## src/rtl/pipe_pkg.sv

```systemverilog
// Shared types for the decode-to-execute boundary: control bundle layout,
// the load encoding of ResultSrc, and the skid buffer occupancy states.
package pipe_pkg;

  typedef struct packed {
    logic       reg_write;
    logic [1:0] result_src;
    logic       mem_write;
    logic       jump;
    logic       branch;
    logic [2:0] alu_control;
    logic       alu_src;
  } ctrl_t;

  localparam int CTRL_W = $bits(ctrl_t);

  localparam logic [1:0] RESULTSRC_LOAD = 2'b01;

  typedef enum logic [1:0] {
    EMPTY = 2'd0,
    ONE   = 2'd1,
    TWO   = 2'd2
  } skid_state_t;

endpackage

```

## src/rtl/skid_entry.sv

```systemverilog
// One storage slot of the skid buffer: a payload register loaded on enable
// plus its valid bit, both cleared by the asynchronous reset.
module skid_entry #(
  parameter int W = 8
) (
  input  logic         clk,
  input  logic         rst,
  input  logic         i_we,
  input  logic         i_vld,
  input  logic [W-1:0] i_d,
  output logic [W-1:0] o_q,
  output logic         o_vld
);

  logic [W-1:0] r_q;
  logic         r_vld;

  always_ff @(posedge clk or posedge rst) begin
    if (rst) begin
      r_q   <= '0;
      r_vld <= 1'b0;
    end else begin
      r_vld <= i_vld;
      if (i_we) r_q <= i_d;
    end
  end

  assign o_q   = r_q;
  assign o_vld = r_vld;

endmodule

```

## src/rtl/id_ex_skid_reg.sv

```systemverilog
// ID/EX pipeline register with a two-entry skid buffer, flush-to-bubble,
// load-use hazard stall and a saturating stall-cycle counter.
module id_ex_skid_reg
  import pipe_pkg::*;
#(
  parameter int XLEN      = 32,
  parameter int RA_W      = 5,
  parameter int ALUCTRL_W = 3,
  parameter int CNT_W     = 16
) (
  input  logic                            clk,
  input  logic                            rst,
  input  logic                            flush,
  input  logic                            in_valid,
  output logic                            in_ready,
  input  logic [CTRL_W-3+ALUCTRL_W-1:0]   in_ctrl,
  input  logic [XLEN-1:0]                 in_rd1,
  input  logic [XLEN-1:0]                 in_rd2,
  input  logic [XLEN-1:0]                 in_pc,
  input  logic [XLEN-1:0]                 in_imm,
  input  logic [XLEN-1:0]                 in_pcplus4,
  input  logic [RA_W-1:0]                 in_rs1,
  input  logic [RA_W-1:0]                 in_rs2,
  input  logic [RA_W-1:0]                 in_rd,
  output logic                            out_valid,
  input  logic                            out_ready,
  output logic [CTRL_W-3+ALUCTRL_W-1:0]   out_ctrl,
  output logic [XLEN-1:0]                 out_rd1,
  output logic [XLEN-1:0]                 out_rd2,
  output logic [XLEN-1:0]                 out_pc,
  output logic [XLEN-1:0]                 out_imm,
  output logic [XLEN-1:0]                 out_pcplus4,
  output logic [RA_W-1:0]                 out_rs1,
  output logic [RA_W-1:0]                 out_rs2,
  output logic [RA_W-1:0]                 out_rd,
  output logic                            hazard_stall,
  output logic [CNT_W-1:0]                stall_cnt
);

  localparam int W_CTRL = CTRL_W - 3 + ALUCTRL_W;
  localparam int PAY_W  = W_CTRL + 5 * XLEN + 3 * RA_W;

  function automatic logic [CNT_W-1:0] sat_inc(input logic [CNT_W-1:0] v);
    return (&v) ? v : v + 1'b1;
  endfunction

  skid_state_t      r_state;
  skid_state_t      w_state_nxt;
  logic [CNT_W-1:0] r_stall_cnt;

  logic [PAY_W-1:0]  w_in_pay;
  logic [PAY_W-1:0]  w_head_d;
  logic [PAY_W-1:0]  w_head_q;
  logic [PAY_W-1:0]  w_skid_q;
  logic              w_head_vld;
  logic              w_skid_vld;
  logic              w_head_we;
  logic              w_skid_we;
  logic              w_head_from_skid;
  logic              w_accept;
  logic              w_pop;
  logic              w_hazard;
  logic [W_CTRL-1:0] w_head_ctrl;

  assign w_in_pay = {in_ctrl, in_rd1, in_rd2, in_pc, in_imm, in_pcplus4,
                     in_rs1, in_rs2, in_rd};

  assign {w_head_ctrl, out_rd1, out_rd2, out_pc, out_imm, out_pcplus4,
          out_rs1, out_rs2, out_rd} = w_head_q;

  // Load-use: the instruction in decode reads the register a load in the
  // head slot has not produced yet; x0 never carries a dependency.
  assign w_hazard = w_head_vld
                  & (w_head_ctrl[W_CTRL-2 -: 2] == RESULTSRC_LOAD)
                  & (out_rd != '0)
                  & in_valid
                  & ((in_rs1 == out_rd) | (in_rs2 == out_rd));

  assign hazard_stall = w_hazard;
  assign in_ready     = ~w_skid_vld & ~w_hazard;
  assign out_valid    = w_head_vld;
  assign out_ctrl     = w_head_vld ? w_head_ctrl : '0;
  assign stall_cnt    = r_stall_cnt;

  assign w_accept = in_valid & in_ready;
  assign w_pop    = w_head_vld & out_ready;

  always_comb begin
    w_state_nxt      = r_state;
    w_head_we        = 1'b0;
    w_skid_we        = 1'b0;
    w_head_from_skid = 1'b0;
    if (flush) begin
      w_state_nxt = EMPTY;
    end else begin
      case (r_state)
        EMPTY: begin
          if (w_accept) begin
            w_head_we   = 1'b1;
            w_state_nxt = ONE;
          end
        end
        ONE: begin
          if (w_accept && !w_pop) begin
            w_skid_we   = 1'b1;
            w_state_nxt = TWO;
          end else if (w_accept && w_pop) begin
            w_head_we   = 1'b1;
          end else if (w_pop) begin
            w_state_nxt = EMPTY;
          end
        end
        TWO: begin
          if (w_pop) begin
            w_head_we        = 1'b1;
            w_head_from_skid = 1'b1;
            w_state_nxt      = ONE;
          end
        end
        default: w_state_nxt = EMPTY;
      endcase
    end
  end

  assign w_head_d = w_head_from_skid ? w_skid_q : w_in_pay;

  skid_entry #(.W(PAY_W)) u_head (
    .clk   (clk),
    .rst   (rst),
    .i_we  (w_head_we),
    .i_vld (w_state_nxt != EMPTY),
    .i_d   (w_head_d),
    .o_q   (w_head_q),
    .o_vld (w_head_vld)
  );

  skid_entry #(.W(PAY_W)) u_skid (
    .clk   (clk),
    .rst   (rst),
    .i_we  (w_skid_we),
    .i_vld (w_state_nxt == TWO),
    .i_d   (w_in_pay),
    .o_q   (w_skid_q),
    .o_vld (w_skid_vld)
  );

  always_ff @(posedge clk or posedge rst) begin
    if (rst) begin
      r_state     <= EMPTY;
      r_stall_cnt <= '0;
    end else begin
      r_state <= w_state_nxt;
      if (in_valid && !in_ready && !flush) r_stall_cnt <= sat_inc(r_stall_cnt);
    end
  end

endmodule

```

## config.mk

```make
export PLATFORM = sky130hd
export DESIGN_NAME = id_ex_skid_reg
export DESIGN_NICKNAME = d
export VERILOG_FILES = /design/src/rtl/pipe_pkg.sv /design/src/rtl/skid_entry.sv /design/src/rtl/id_ex_skid_reg.sv
export SDC_FILE = /design/constraint.sdc
export NUM_CORES = 1
export LEC_CHECK = 0
export BUFFER_PORTS_ARGS = -buffer_cell sky130_fd_sc_hd__clkbuf_2
export CAP_MARGIN = 10
export CORE_ASPECT_RATIO = 1.4
export CORE_UTILIZATION = 35
export CTS_CLUSTER_SIZE = 25
export DETAILED_ROUTE_END_ITERATION = 6
export HOLD_SLACK_MARGIN = 0.02
export SLEW_MARGIN = 20
export SYNTH_ARGS = -nofsm -noshare
export SYNTH_HDL_FRONTEND = slang
export SYNTH_SLANG_ARGS = --single-unit
```

## constraint.sdc

```tcl
create_clock -name clk -period 15.5 [get_ports clk]
set_clock_uncertainty 0.1 [all_clocks]
set_input_delay 0.775 -clock clk [delete_from_list [all_inputs] [get_ports clk]]
set_output_delay 0.775 -clock clk [all_outputs]
set_load 0.01 [all_outputs]
```

**Word level (Yosys, flattened, before mapping)**

Cells that the tools add are included.

- Register bits: 390
- Input bits: 190
- Output and inout bits: 204
- Logic and storage cells: 56

- Add/subtract/negate cells: 1
- Eq/ne operators: 6
- Mux-type cells: 20
- Bitwise logic cells: 11
- Reductions and logical operators: 12

Operator list:

| kind | number |
|---|---|
| $mux 185 | 1 |
| $add 16x1->16 const B | 1 |
| $reduce_and 16->1 | 1 |
| $mux 2 | 6 |
| $eq 5x5->1 | 2 |
| $mux 1 | 10 |
| $mux 10 | 1 |
| $and 1x1->1 | 7 |
| $pmux 2 s3 | 1 |
| $reduce_bool 5->1 | 1 |
| $eq 2x1->1 const B | 2 |
| $eq 2x2->1 const B | 2 |
| $logic_and 1x1->1 | 4 |
| $logic_not 1->1 | 3 |
| $not 1->1 | 3 |
| $pmux 1 s3 | 1 |
| $logic_not 2->1 | 1 |
| $reduce_and 2->1 | 1 |
| $reduce_bool 2->1 | 1 |
| $or 1x1->1 | 1 |

**Depth between registers and ports, before layout**

Gate-level depths: netlist of run 1.

- Depth after elaboration: 14
- Gate-level depth with buffers: 9
- Depth with buffers taken out: 6

**Modules after synthesis**

From an unflattened synthesis of run 1, not the netlist that was laid out.

- Cells, all modules: 1118
- Area total of the unflattened synthesis: 19024.5 µm²

By module, submodules not included:

| module | times used | cells an instance | area each (µm²) | seq. area each (µm²) |
|---|---|---|---|---|
| skid_entry | 2 | 393 | 7522.2 | 4654.5 |
| id_ex_skid_reg | 1 | 332 | 3980.1 | 450.4 |

**Worst setup path before layout of run 1**

Ideal clock, no wire load.

- Path kind: input port to flip-flop
- Start point: input port out_ready
- End point: register u_head.r_q[69], in the netlist u_head.o_q[69]
- Library setup time: 125 ps
- Arrival: 2404 ps
- Required time: 15275 ps
- Slack: 12872 ps
- Stages: 7
- Buffers on the path: 3
- Cell sequence: nand2_1 -> or3_1 -> clkbuf_1 -> clkbuf_1 -> clkbuf_1 -> mux2_2 -> mux2_2

- Word-level cells in the longest chain between the ends: 6
- Elaborated cells on any way between the ends: 12
- Classes of those cells: mux: 8; bitwise: 1; reduce/logical: 3

Ends and longest elaborated chain:

| item | RTL line | text |
|---|---|---|
| from (decl) | id_ex_skid_reg.sv:26 | `input logic out_ready,` |
| $and 1x1->1 (*) | id_ex_skid_reg.sv:86 | `assign w_pop = w_head_vld & out_ready;` |
| $logic_and 1x1->1 or $logic_not 1->1 (tied branches) | id_ex_skid_reg.sv:107, id_ex_skid_reg.sv:104 |  |
| $mux 1 or $logic_and 1x1->1 (tied branches) | id_ex_skid_reg.sv:107, id_ex_skid_reg.sv:104 |  |
| $mux 1 | id_ex_skid_reg.sv:104 | `if (w_accept && !w_pop) begin` |
| $pmux 1 s3 | id_ex_skid_reg.sv:96 | `case (r_state)` |
| $mux 1 | id_ex_skid_reg.sv:93 | `if (flush) begin` |
| to (signal assigned) | skid_entry.sv:24 | `if (i_we) r_q <= i_d;` |
| to (decl) | skid_entry.sv:15 | `logic [W-1:0] r_q;` |

Mark *: on every way between the ends. The rest lies on a longest branch, timed or not.
A chain may end at the register's enable or synchronous reset.

**Final worst setup path of run 1**

- Start point: register u_head.r_q[0], in the netlist u_head.o_q[0]
- End point: register u_skid.r_q[121], in the netlist u_skid.o_q[121]

- Word-level cells in the longest chain between the ends: 11
- Elaborated cells on any way between the ends: 14
- Classes of those cells: eq/ne: 2; mux: 3; bitwise: 7; reduce/logical: 2

Ends and longest elaborated chain:

| item | RTL line | text |
|---|---|---|
| $reduce_bool 5->1 | id_ex_skid_reg.sv:75 | `& (out_rd != '0)` |
| $and 1x1->1 | id_ex_skid_reg.sv:75 |  |
| $and 1x1->1 | id_ex_skid_reg.sv:76 | `& in_valid` |
| $and 1x1->1 (*) | id_ex_skid_reg.sv:77 | `& ((in_rs1 == out_rd) \| (in_rs2 == out_rd));` |
| $not 1->1 (*) | id_ex_skid_reg.sv:80 | `assign in_ready = ~w_skid_vld & ~w_hazard;` |
| $and 1x1->1 (*) | id_ex_skid_reg.sv:80 |  |
| $and 1x1->1 (*) | id_ex_skid_reg.sv:85 | `assign w_accept = in_valid & in_ready;` |
| $logic_and 1x1->1 (*) | id_ex_skid_reg.sv:104 |  |
| $mux 1 (*) | id_ex_skid_reg.sv:104 |  |
| $mux 1 (*) | id_ex_skid_reg.sv:96 |  |
| $mux 1 (*) | id_ex_skid_reg.sv:93 |  |
| to (signal assigned) | skid_entry.sv:24 |  |
| to (decl) | skid_entry.sv:15 |  |

Marked as above.

==> results.txt, run 1 <==
----------------------------------------------------
[Critical path]
  R2R Setup Slk ... 11420 ps
  Data required time at the worst endpoint ... 15840 ps
  Sort of element at the start of the critical path ... flop
  Capturing element type of the critical path ... flop
  Reg-to-reg critical path endpoint ... u_skid.o_q[121]
  Depth of the most critical reg-to-reg path ... 8
  Crit Reg-Reg Startpoint ... u_head.o_q[0]
  Arrival time at the worst endpoint ... 4420 ps
  Critical path class ... reg2reg
  Largest driver fanout on the critical path ... 55
  Origin of the worst setup path ... u_head.o_q[0]

[GRT]
  Antenna violations before repair ... 3
  Vias in the first global route ... 11500
  GR Util All Layers ... 15.0%
  Largest net degree at the start of global routing ... 156
  First-pass GRT wire length ... 65.4 mm
  Grt total ovfl ... 0

[Pwr]
  Sequential Power Share ... 46.0%
  Power density over the cells ... 159 nW/um^2
  Maximum ir drop on the vdd rail ... 0.0000980 V
  Final Total Pwr ... 3.45 mW
  Cell Int Power ... 2.50 mW
  Clock network fraction of design power ... 29.6%
  Switching part of the total power ... 27.6%
  Leakage Power ... 10.4 nW
  Relative contribution of combinational cells to total power ... 24.4%
  Total net switching power ... 0.952 mW

[Synth]
  Share of synthesized area occupied by flip-flops and latches ... 51.2%
  Simple-gate share of the synthesized area ... 1.82%
  Synth Net Count ... 1472
  Number of different library cells in the post-synthesis netlist ... 33
  Share of synthesized cell area in full adder, half adder and majority cells ... 0.0657%
  Post-synth EDFFs ... 0
  Multiplexer share of the synthesized area ... 35.8%
  Area share of the leading cell type in the synthesized netlist ... 51.2%
  Netlist area before placement ... 19000 um^2
  Dominant combinational cell family by area after synthesis ... multiplexers
  Number of synthesized register bits ... 390
  Cell type with the largest total area after synthesis ... dfrtp_1
  Mapped Avg Cell Area ... 14.9 um^2
  Gate count after technology mapping ... 1281
  Ranking of synthesized cells by area ... dfrtp_1 (51%), mux2_2 (22%), mux2_4 (12%)
  Ys flop type ... dfrtp_1
  Number of synthesis warnings ... 0
  Compound-gate portion of the synthesized area ... 0.486%
  Xor-xnor portion of the synthesized cell area ... 1.15%
  Fraction of synthesis flops using an asynchronous set or reset pin ... 100%

[Final layout]
  Post-route design area ... 21700 um^2
  NumNets Final ... 1684
  Fraction of layout cells with a size suffix above 1 ... 66.5%
  Relative area change from synthesis to final layout ... 13.9%
  Final Instance Count excl. Fillers ... 2243
  Core utilization of the finished layout ... 40.6%

[Floorplan]
  Initial Utilization ... 35.6%
  I/O pin cnt ... 394
  Chip Width ... 199 um
  Std-Cell Core Area ... 53400 um^2
  Die Ht ... 278 um
  Std-Cell Rows ... 100
  Die area ... 55400 um^2

[Routing]
  Via Count ... 10500
  Routed length per placed instance ... 18.5 um
  Final WL ... 41.5 mm
  DRC ... 0
  Post-detailed-route via-to-cell ratio ... 4.66
  Initial DRC Count ... 293
  Detailed-routing iteration count for the pre-antenna-repair pass ... 4
  Final antenna-violating net count ... 0

[Clock tree]
  TritonCTS clock tree ... yes
  Count of buffers added by post-CTS timing repair for setup ... 0
  Clock input transition at the sequential cells of the worst setup and hold paths ... 60 ps
  TritonCTS Buffers ... 42
  Clk Tree Root Cell ... clkbuf_16
  Number of instances resized during post-cts repair ... 0
  CTS Sinks ... 390
  Maximum clock path buffer count ... 3
  Count of hold buffers inserted by post-cts repair ... 0
  Clock latency on the worst-skew pair ... 550 ps
  CTS HTree Levels ... 2

[Timing]
  Hold slack ... 269 ps
  Setup repair after global routing missed its margin ... false
  Final total negative setup slack ... 0 ps
  Tcrit/Tclk final ... 26.4%
  Normalized max-slew margin ... 33.4%
  Transition time at the pin with the least slew margin ... 998 ps
  Max-slew violation count ... 0
  Timing-limited maximum frequency ... 245 MHz
  Fin crit period ... 4080 ps
  Final hold vios ... 0
  Number of setup violations in the final report ... 0
  Worst setup margin ... 11420 ps

[Placed design]
  Placement-stage worst setup slack ... 10820 ps
  Buffers added on ports ... 393
  Placed cell area ... 20300 um^2
  Number of placed instances with taps included ... 2162
  Placer Congestion ... 0.759
  Post-DP HPWL ... 27.9 mm

[Outcome]
  Run status ... finished clean

[Hold path]
  Type of the tightest min-delay check ... in2async

[Run]
  Max-cap violations ... 0

----------------------------------------------------
==> area by class of cell <==
| cell class | count | area (um^2) |
|---|---|---|
| Timing Repair Buffer | 407 | 2100 |
| Tap cell | 714 | 893 |
| Sequential cell | 390 | 9760 |
| Clock inverter | 20 | 189 |
| Clock buffer | 57 | 1210 |
| Inverter | 2 | 15.0 |
| Antenna cell | 3 | 7.51 |
| Multi-Input combinational cell | 650 | 7510 |
| Fill cell | 5055 | 31700 |
==> layer usage <==
metal	global-route usage [%]	wire length, um	vias up
met5	0	0	-
met4	6.45	1440	0
met3	4.53	2960	77
met2	25.2	20600	277
met1	17.6	16500	5346
li1	-	-	4760
==> flip-flops by register name (all words and copies together) (netlist names) <==
register / flops
u_skid.o_vld: 1
r_state: 2
u_head.o_q: 185
stall_cnt: 16
u_head.o_vld: 1
u_skid.o_q: 185
==> cells in the final DEF, fill, tap and decap left out, types with 6 or more instances in the layout <==
cell type,netlist,final
nand3_1,6,6
and3_1,7,7
nand4_1,9,9
mux2_4,150,150
mux2_2,380,380
and2_1,11,11
xor2_1,11,11
mux2_1,26,26
clkbuf_1,14,6
nor2_1,6,6
dfrtp_1,390,390
buf_4,187,12
xnor2_1,14,14
clkbuf_16,0,43
clkbuf_2,0,393
clkinv_2,0,13
clkbuf_8,0,8
==> cell families after synthesis <==
family	count (synthesis)
AO/OA/AOI/OAI	10
XOR/XNOR	25
adder cells (fa/ha/maj)	1
buffers and inverters	241
flip-flops	390
multiplexers	556
AND/OR/NAND/NOR	58
==> how the worst max path moves through the flow <==
stage / depth (start not counted) / end / slack, ps
2_1_floorplan: 1 / r_state[0] / 3780
3_3_place_gp: 9 / u_head.o_q[89] / 10910
3_5_place_dp: 9 / u_head.o_q[102] / 10820
4_1_cts: 7 / u_head.o_q[132] / 11050
5_1_grt: 8 / u_skid.o_q[128] / 11180
6_report: 8 / u_skid.o_q[121] / 11420
==> power by group through the flow <==
stage	registers, mW	logic [mW]	clock network, mW
after CTS	1.59	0.857	1.06
after detailed placement	1.60	0.853	0
after global placement	1.58	0.834	0
after global routing	1.64	0.910	1.10
after floorplan	1.53	0.789	0
final	1.59	0.842	1.02
==> Yosys cell counts (3+ instances only) <==
cell type  number
dfrtp_1       390
mux2_2        380
buf_4         187
mux2_4        150
mux2_1         26
buf_6          22
buf_2          15
clkbuf_1       14
xnor2_1        14
and2_1         11
xor2_1         11
nand4_1         9
and3_1          7
nand3_1         6
nor2_1          6
nand2_1         5
a221oi_1        4
nand2b_1        3
nor2b_1         3
nor3_1          3
==> critical path, cell delays in order, from the launching register on <==
cell and delay, ps:
dfrtp_1 510, xor2_1 210, nor3_1 290, a22oi_1 210
o21ba_2 290, nand4_4 400, buf_4 630, buf_4 810
mux2_2 420
Power figures use the tool's default switching activity.
==> inputs of run 2 (changes only) <==
ABC_AREA = 1   (was not set)
clock period = 3.5 ns   (was 15.5 ns; I/O delays follow)
==> run 2 against run 1 <==
- fmax increased by 52%
- first-iteration DRC count increased to 2.6 times the previous value
- die area increased by 0.55%
- clock-buffer cell count decreased by 2
- flip-flop and latch count unchanged
- via count increased by 56%
- design area increased by 8.5%
- cell count increased by 55%
- synthesized cell count increased by 87%
- critical path type unchanged
- largest cell class unchanged
==> results.txt, run 2 <==
----------------------------------------------------
[Run]
  Max-cap violations ... 0 (unchanged)

[Clock tree]
  TritonCTS Buffers ... 43 (was 42)
  Clock input transition at the sequential cells of the worst setup and hold paths ... 60 ps (about the same)
  Count of buffers added by post-CTS timing repair for setup ... 0 (unchanged)
  TritonCTS clock tree ... yes (unchanged)
  CTS HTree Levels ... 2 (unchanged)
  Clk Tree Root Cell ... clkbuf_16 (unchanged)
  Maximum clock path buffer count ... 3 (unchanged)
  Clock latency on the worst-skew pair ... 560 ps (was 550 ps)
  CTS Sinks ... 390 (unchanged)

[Floorplan]
  Die area ... 55700 um^2 (was 55400 um^2)
  Std-Cell Rows ... 101 (was 100)
  Initial Utilization ... 35.4% (was 35.6%)
  Chip Width ... 200 um (was 199 um)
  Std-Cell Core Area ... 54100 um^2 (was 53400 um^2)
  I/O pin cnt ... 394 (unchanged)
  Die Ht ... 279 um (was 278 um)

[Timing]
  Fin crit period ... 2680 ps (was 4080 ps)
  Final total negative setup slack ... 0 ps (unchanged)
  Timing-limited maximum frequency ... 373 MHz (was 245 MHz)
  Max-slew violation count ... 0 (unchanged)
  Normalized max-slew margin ... 40.6% (was 33.4%)
  Transition time at the pin with the least slew margin ... 891 ps (was 998 ps)
  Number of setup violations in the final report ... 0 (unchanged)
  Tcrit/Tclk final ... 76.6% (was 26.4%)
  Final hold vios ... 0 (unchanged)
  Setup repair after global routing missed its margin ... false (unchanged)

[Synth]
  Number of synthesis warnings ... 0 (unchanged)
  Top post-synthesis cells by count ... nand2_1 (631), dfrtp_1 (390), inv_1 (224) (was dfrtp_1 (390), mux2_2 (380), buf_4 (187))
  Share of synthesized area occupied by flip-flops and latches ... 51.0% (was 51.2%)
  Ranking of synthesized cells by area ... dfrtp_1 (51%), nand2_1 (12%), buf_4 (7.6%) (was dfrtp_1 (51%), mux2_2 (22%), mux2_4 (12%))
  Dominant combinational cell family by area after synthesis ... simple AND/OR/NAND/NOR gates (was multiplexers)
  Number of synthesized register bits ... 390 (unchanged)
  Mapped Avg Cell Area ... 8.00 um^2 (was 14.9 um^2)
  Share of synthesized cell area in full adder, half adder and majority cells ... 0.0653% (was 0.0657%)
  Xor-xnor portion of the synthesized cell area ... 0.640% (was 1.15%)
  Ys flop type ... dfrtp_1 (unchanged)
  Netlist area before placement ... 19100 um^2 (was 19000 um^2)
  Cell with the most instances after synthesis ... nand2_1 (was dfrtp_1)
  Cell type with the largest total area after synthesis ... dfrtp_1 (unchanged)
  Gate count after technology mapping ... 2393 (was 1281)
  Multiplexer share of the synthesized area ... 0% (was 35.8%)
  Synth Net Count ... 2584 (was 1472)
  Fraction of synthesis flops using an asynchronous set or reset pin ... 100% (unchanged)
  Simple-gate share of the synthesized area ... 22.5% (was 1.82%)
  Compound-gate portion of the synthesized area ... 9.99% (was 0.486%)
  Area share of the leading cell type in the synthesized netlist ... 51.0% (was 51.2%)
  Number of different library cells in the post-synthesis netlist ... 27 (was 33)
  Post-synth EDFFs ... 0 (unchanged)

[Final layout]
  Post-route design area ... 23500 um^2 (was 21700 um^2)
  Fraction of layout cells with a size suffix above 1 ... 18.2% (was 66.5%)
  Sequential cell area ... 9760 um^2 (unchanged)
  Final Instance Count excl. Fillers ... 3482 (was 2243)
  Leading cell type in the layout, fill and taps excluded ... nand2_1 (was clkbuf_2)
  Relative area change from synthesis to final layout ... 22.9% (was 13.9%)
  Multi-input logic area ... 6380 um^2 (was 7510 um^2)
  NumNets Final ... 2913 (was 1684)
  Commonest cells after routing, fill and taps aside ... nand2_1 (630), clkbuf_2 (393), dfrtp_1 (390) (was clkbuf_2 (393), dfrtp_1 (390), mux2_2 (380))
  Filler cell count in the final layout ... 5343 (was 5055)

[Critical path]
  Reg-to-reg critical path endpoint ... u_skid.o_q[98] (was u_skid.o_q[121])
  Depth of the most critical reg-to-reg path ... 9 (was 8)
  Crit Reg-Reg Startpoint ... u_head.o_q[1] (was u_head.o_q[0])
  Largest driver fanout on the critical path ... 148 (was 55)
  Data required time at the worst endpoint ... 3830 ps (was 15840 ps)
  Arrival time at the worst endpoint ... 3010 ps (was 4420 ps)
  Capturing element type of the critical path ... flop (unchanged)
  Worst setup endpoint ... u_skid.o_q[98] (was u_skid.o_q[121])
  Sort of element at the start of the critical path ... flop (unchanged)
  R2R Setup Slk ... 820 ps (was 11420 ps)
  Origin of the worst setup path ... u_head.o_q[1] (was u_head.o_q[0])
  Critical path class ... reg2reg (unchanged)

[Hold path]
  Hold Path Cell Cnt ... 8
  Type of the tightest min-delay check ... in2reg (was in2async)

[Placed design]
  Number of placed instances with taps included ... 3210 (was 2162)
  Placed cell area ... 20200 um^2 (was 20300 um^2)
  Placer Congestion ... 0.850 (was 0.759)
  Buffers added on ports ... 393 (unchanged)
  Post-DP HPWL ... 33.9 mm (was 27.9 mm)

[GRT]
  Most crowded layer after global routing ... met2 (unchanged)
  Grt total ovfl ... 0 (unchanged)
  First-pass GRT wire length ... 83.2 mm (was 65.4 mm)
  Met3 track demand over resource ... 3.43% (was 4.53%)
  Met1 usage in global routing ... 21.3% (was 17.6%)
  Antenna violations before repair ... 3 (unchanged)
  Global-route track usage on met2 ... 32.8% (was 25.2%)
  Largest net degree at the start of global routing ... 186 (was 156)
  Vias in the first global route ... 16100 (was 11500)
  GR Util All Layers ... 18.6% (was 15.0%)

[Routing]
  DRC ... 0 (unchanged)
  Post-detailed-route via-to-cell ratio ... 4.69 (was 4.66)
  Initial DRC Count ... 749 (was 293)
  Final antenna-violating net count ... 0 (unchanged)
  Final WL ... 52.0 mm (was 41.5 mm)
  Routed length per placed instance ... 14.9 um (was 18.5 um)
  Detailed-routing iteration count for the pre-antenna-repair pass ... 7 (was 4)
  Via Count ... 16300 (was 10500)

[Pwr]
  Power density over the cells ... 754 nW/um^2 (was 159 nW/um^2)
  Maximum ir drop on the vdd rail ... 0.000448 V (was 0.0000980 V)
  Leakage Power ... 12.9 nW (was 10.4 nW)

[Outcome]
  Run status ... finished clean (unchanged)

----------------------------------------------------
==> run 2: critical path: stages (launching register included) <==
cell	delay, ps
dfrtp_1	440
inv_2	100
nand4_1	90
o21ai_0	180
inv_1	100
nand2_4	120
nand4_4	520
buf_12	460
nand2_1	170
o21ai_1	80
==> run 2: repair_timing <==
| action | 4_1_cts | 5_1_grt |
|---|---|---|
| endpoints found under the hold margin | 397 | 0 |
| hold buffers | 188 | 0 |
| gates resized for setup | 0 | 0 |
==> run 2: cell families (layout without fill, tap and decap cells) <==
group                    Yosys count  in the layout
adder cells (fa/ha/maj)            1              1
other                              0              5
buffers and inverters            549            912
XOR/XNOR                          14             14
AND/OR/NAND/NOR                 1058           1058
AO/OA/AOI/OAI                    381            381
flip-flops                       390            390
==> run 2: where the power goes <==
part           total [mW]  switching [mW]  internal (mW)
registers            7.97            1.36           6.61
logic                5.14            2.98           2.16
clock network        4.63            1.93           2.69
total                17.7            6.26           11.5
==> run 2: layout make-up <==
cell class	instances	area share (%)
Tap cell	721	3.83
Timing Repair Buffer	606	17.8
Antenna cell	5	0.0532
Clock inverter	24	1.03
Clock buffer	55	5.02
Multi-Input combinational cell	1454	27.1
Sequential cell	390	41.5
Inverter	227	3.64
==> run 2: worst min path at each step <==
| stage | slack (ps) | end | start |
|---|---|---|---|
| finish | 120 | r_state[0] | in_valid |
| global route | 170 | r_state[0] | in_valid |
| CTS | 80 | r_state[0] | in_valid |
| detailed placement | 190 | u_head.o_q[33] | rst |
| global placement | 190 | u_head.o_q[32] | rst |
| floorplan | 220 | u_skid.o_q[132] | in_rd2[21] |
==> run 2: per-stage QoR <==
stage               hold WS (ps)  setup WS (ps)  power (mW)  util, %
floorplan                    225          -2020        12.2        -
global placement             192            890        12.8     37.4
detailed placement           193            855        13.0     37.4
CTS                         78.8            864        18.0     43.5
global route                 173            538        19.0     43.5
finish                       121            819        17.7     43.5
==> run 2: layer usage <==
| layer | vias to the layer above | wire, um |
|---|---|---|
| met5 | - | 0 |
| met4 | 0 | 2540 |
| met3 | 129 | 2480 |
| met2 | 470 | 26500 |
| met1 | 7720 | 20500 |
| li1 | 7999 | - |
==> inputs of run 3 (changes only) <==
clock period = 2.3 ns   (was 3.5 ns; I/O delays follow)
==> run 3 against run 2 <==
- critical path depth increased by 1
- highest routed layer unchanged
- combinational power increased by 57%
- first-iteration DRC count increased by 3.5%
- core utilization increased by 1.1 points
- sequential share of layout area decreased by 0.99 points
- critical endpoint is now in_ready
- worst setup slack got worse by 670 ps
==> results.txt, run 3 (synthesis results as in run 2) <==
----------------------------------------------------
[Routing]
  DRC ... 0 (unchanged)
  Final antenna-violating net count ... 0 (unchanged)
  Routed length per placed instance ... 15.0 um (was 14.9 um)
  Detailed-route wire length on metal 1 ... 20.6 mm (was 20.5 mm)
  Post-detailed-route via-to-cell ratio ... 4.67 (was 4.69)
  Detailed-routing iteration count for the pre-antenna-repair pass ... 7 (unchanged)
  Initial DRC Count ... 775 (was 749)
  Detailed route wirelength on metal3 ... 2.37 mm (was 2.48 mm)
  Top sig layer ... met4 (unchanged)
  Final WL ... 53.1 mm (was 52.0 mm)
  Met2 wire length ... 26.7 mm (was 26.5 mm)
  Via Count ... 16500 (was 16300)

[GRT]
  Largest net degree at the start of global routing ... 122 (was 186)
  Vias in the first global route ... 16700 (was 16100)
  Antenna violations before repair ... 3 (unchanged)
  Grt total ovfl ... 0 (unchanged)
  First-pass GRT wire length ... 84.7 mm (was 83.2 mm)
  GR Util All Layers ... 18.9% (was 18.6%)

[Pwr]
  Maximum ir drop on the vdd rail ... 0.000705 V (was 0.000448 V)
  Leakage Power ... 13.2 nW (was 12.9 nW)
  Power density over the cells ... 1120 nW/um^2 (was 754 nW/um^2)

[Critical path]
  Critical path's largest stage delay ... 440 ps (was 520 ps)
  Largest driver fanout on the critical path ... 12 (was 148)
  Critical path's slowest cell ... dfrtp_2 (was nand4_4)
  Capturing element type of the critical path ... output port (was flop)
  Data required time at the worst endpoint ... 2090 ps (was 3830 ps)
  Sort of element at the start of the critical path ... flop (unchanged)
  Critical path class ... reg2out (was reg2reg)
  Cell-by-cell listing of the critical path ... nand2_1 > nand2_1 > nor2_1 > nand3_1 > nand2_2 > nand2_4 > nand2_4 > buf_12 > inv_1 > clkbuf_2 (was inv_2 > nand4_1 > o21ai_0 > inv_1 > nand2_4 > nand4_4 > buf_12 > nand2_1 > o21ai_1)
  Arrival time at the worst endpoint ... 1940 ps (was 3010 ps)

[Hold path]
  Type of the tightest min-delay check ... in2reg (unchanged)

[Clock tree]
  CTS HTree Levels ... 2 (unchanged)
  TritonCTS clock tree ... yes (unchanged)
  Maximum clock path buffer count ... 3 (unchanged)
  Clk Tree Root Cell ... clkbuf_16 (unchanged)
  Clock input transition at the sequential cells of the worst setup and hold paths ... 60 ps (about the same)
  Clock latency on the worst-skew pair ... 560 ps (about the same)
  CTS Sinks ... 390 (unchanged)
  TritonCTS Buffers ... 42 (was 43)

[Timing]
  Tcrit/Tclk final ... 93.6%
  Timing-limited maximum frequency ... 464 MHz
  Normalized max-slew margin ... 57.5% (was 40.6%)
  Worst setup margin ... 147 ps (was 819 ps)
  Number of setup violations in the final report ... 0 (unchanged)
  Hold slack ... 104 ps (was 121 ps)
  Max-slew violation count ... 0 (unchanged)
  Final hold vios ... 0 (unchanged)
  Transition time at the pin with the least slew margin ... 636 ps (was 891 ps)
  Fin crit period ... 2150 ps

[Final layout]
  Leading cell type in the layout, fill and taps excluded ... nand2_1 (unchanged)
  Post-route design area ... 24100 um^2 (was 23500 um^2)
  Fraction of layout cells with a size suffix above 1 ... 19.7% (was 18.2%)
  NumNets Final ... 2966 (was 2913)
  Core utilization of the finished layout ... 44.6% (was 43.5%)
  Filler cell count in the final layout ... 5322 (was 5343)
  Relative area change from synthesis to final layout ... 25.9% (was 22.9%)
  Final Instance Count excl. Fillers ... 3532 (was 3482)
  Commonest cells after routing, fill and taps aside ... nand2_1 (628), clkbuf_2 (393), dfrtp_1 (386) (was nand2_1 (630), clkbuf_2 (393), dfrtp_1 (390))

[Floorplan]
  Std-Cell Rows ... 101 (unchanged)
  Chip Width ... 200 um (unchanged)
  Std-Cell Core Area ... 54100 um^2 (unchanged)
  Die Ht ... 279 um (unchanged)
  Initial Utilization ... 35.4% (unchanged)
  I/O pin cnt ... 394 (unchanged)
  Die area ... 55700 um^2 (unchanged)

[Placed design]
  Placement-stage worst setup slack ... 170 ps (was 855 ps)
  Post-DP HPWL ... 35.9 mm (was 33.9 mm)
  Placed cell area ... 20800 um^2 (was 20200 um^2)
  Number of placed instances with taps included ... 3261 (was 3210)
  Buffers added on ports ... 393 (unchanged)
  Placer Congestion ... 0.853 (was 0.850)

[Run]
  Max-cap violations ... 0 (unchanged)

[Outcome]
  Run status ... finished clean (unchanged)

----------------------------------------------------
run 3: cell type report:
class	instances	area (um^2)	share of cell area (%)
diodes	6	15.0	0.0623
inverters	227	856	3.55
clock buffers	63	1230	5.11
multi-input cells	1454	6390	26.5
flip-flops and latches	390	9760	40.5
repair buffers	660	4830	20.0
well taps	721	902	3.74
clock inverters	11	121	0.503
run 3: path summary, 6_finish.rpt:
check,from,endpoint,slack (ps),depth (start not counted)
max,u_head.o_q[4],in_ready,150,10
min,in_valid,r_state[0],100,8
max reg2reg,u_head.o_q[4],u_skid.o_q[32],230,12
min reg2reg,u_skid.o_q[166],u_skid.o_q[166],380,2
max in group asynchronous,rst,u_head.o_q[115],1110,5
min in group asynchronous,rst,u_head.o_q[26],130,3
run 3: power by group:
part	leakage [nW]	total, mW	internal (mW)	switching, mW
clock	0.665	6.74	3.93	2.81
combinational	7.69	8.07	3.47	4.60
sequential	4.87	12.1	10.1	2.06
total	13.2	26.9	17.5	9.47
run 3: timing repair:
| item | in CTS | in global routing |
|---|---|---|
| endpoints found under the hold margin | 594 | 0 |
| pin swaps | 0 | 1 |
| hold buffers | 188 | 0 |
| endpoints found under the setup margin | 1 | 24 |
| gates resized for setup | 7 | 6 |
| buffers inserted | 0 | 3 |
run 3: critical path: cells and delay by family (launching register included):
family        cells  cell delay (ps)
flops             1              440
simple gates      7              620
buf+inv           3              310
run 3: per-stage QoR:
| stage | power [mW] | setup TNS [ps] |
|---|---|---|
| 3_5_place_dp | 20.0 | 0 |
| 6_report | 26.9 | 0 |
| 5_1_grt | 28.8 | -1.81 |
| 4_1_cts | 27.2 | 0 |
| 3_3_place_gp | 19.7 | 0 |
| 2_1_floorplan | 18.6 | -1232750 |
run 3: metal layers:
layer / vias to the layer above / global-route usage (%)
met1: 7717 / 21.0
met5: - / 0
met2: 485 / 33.2
met3: 182 / 3.20
li1: 8120 / -
met4: 0 / 12.0
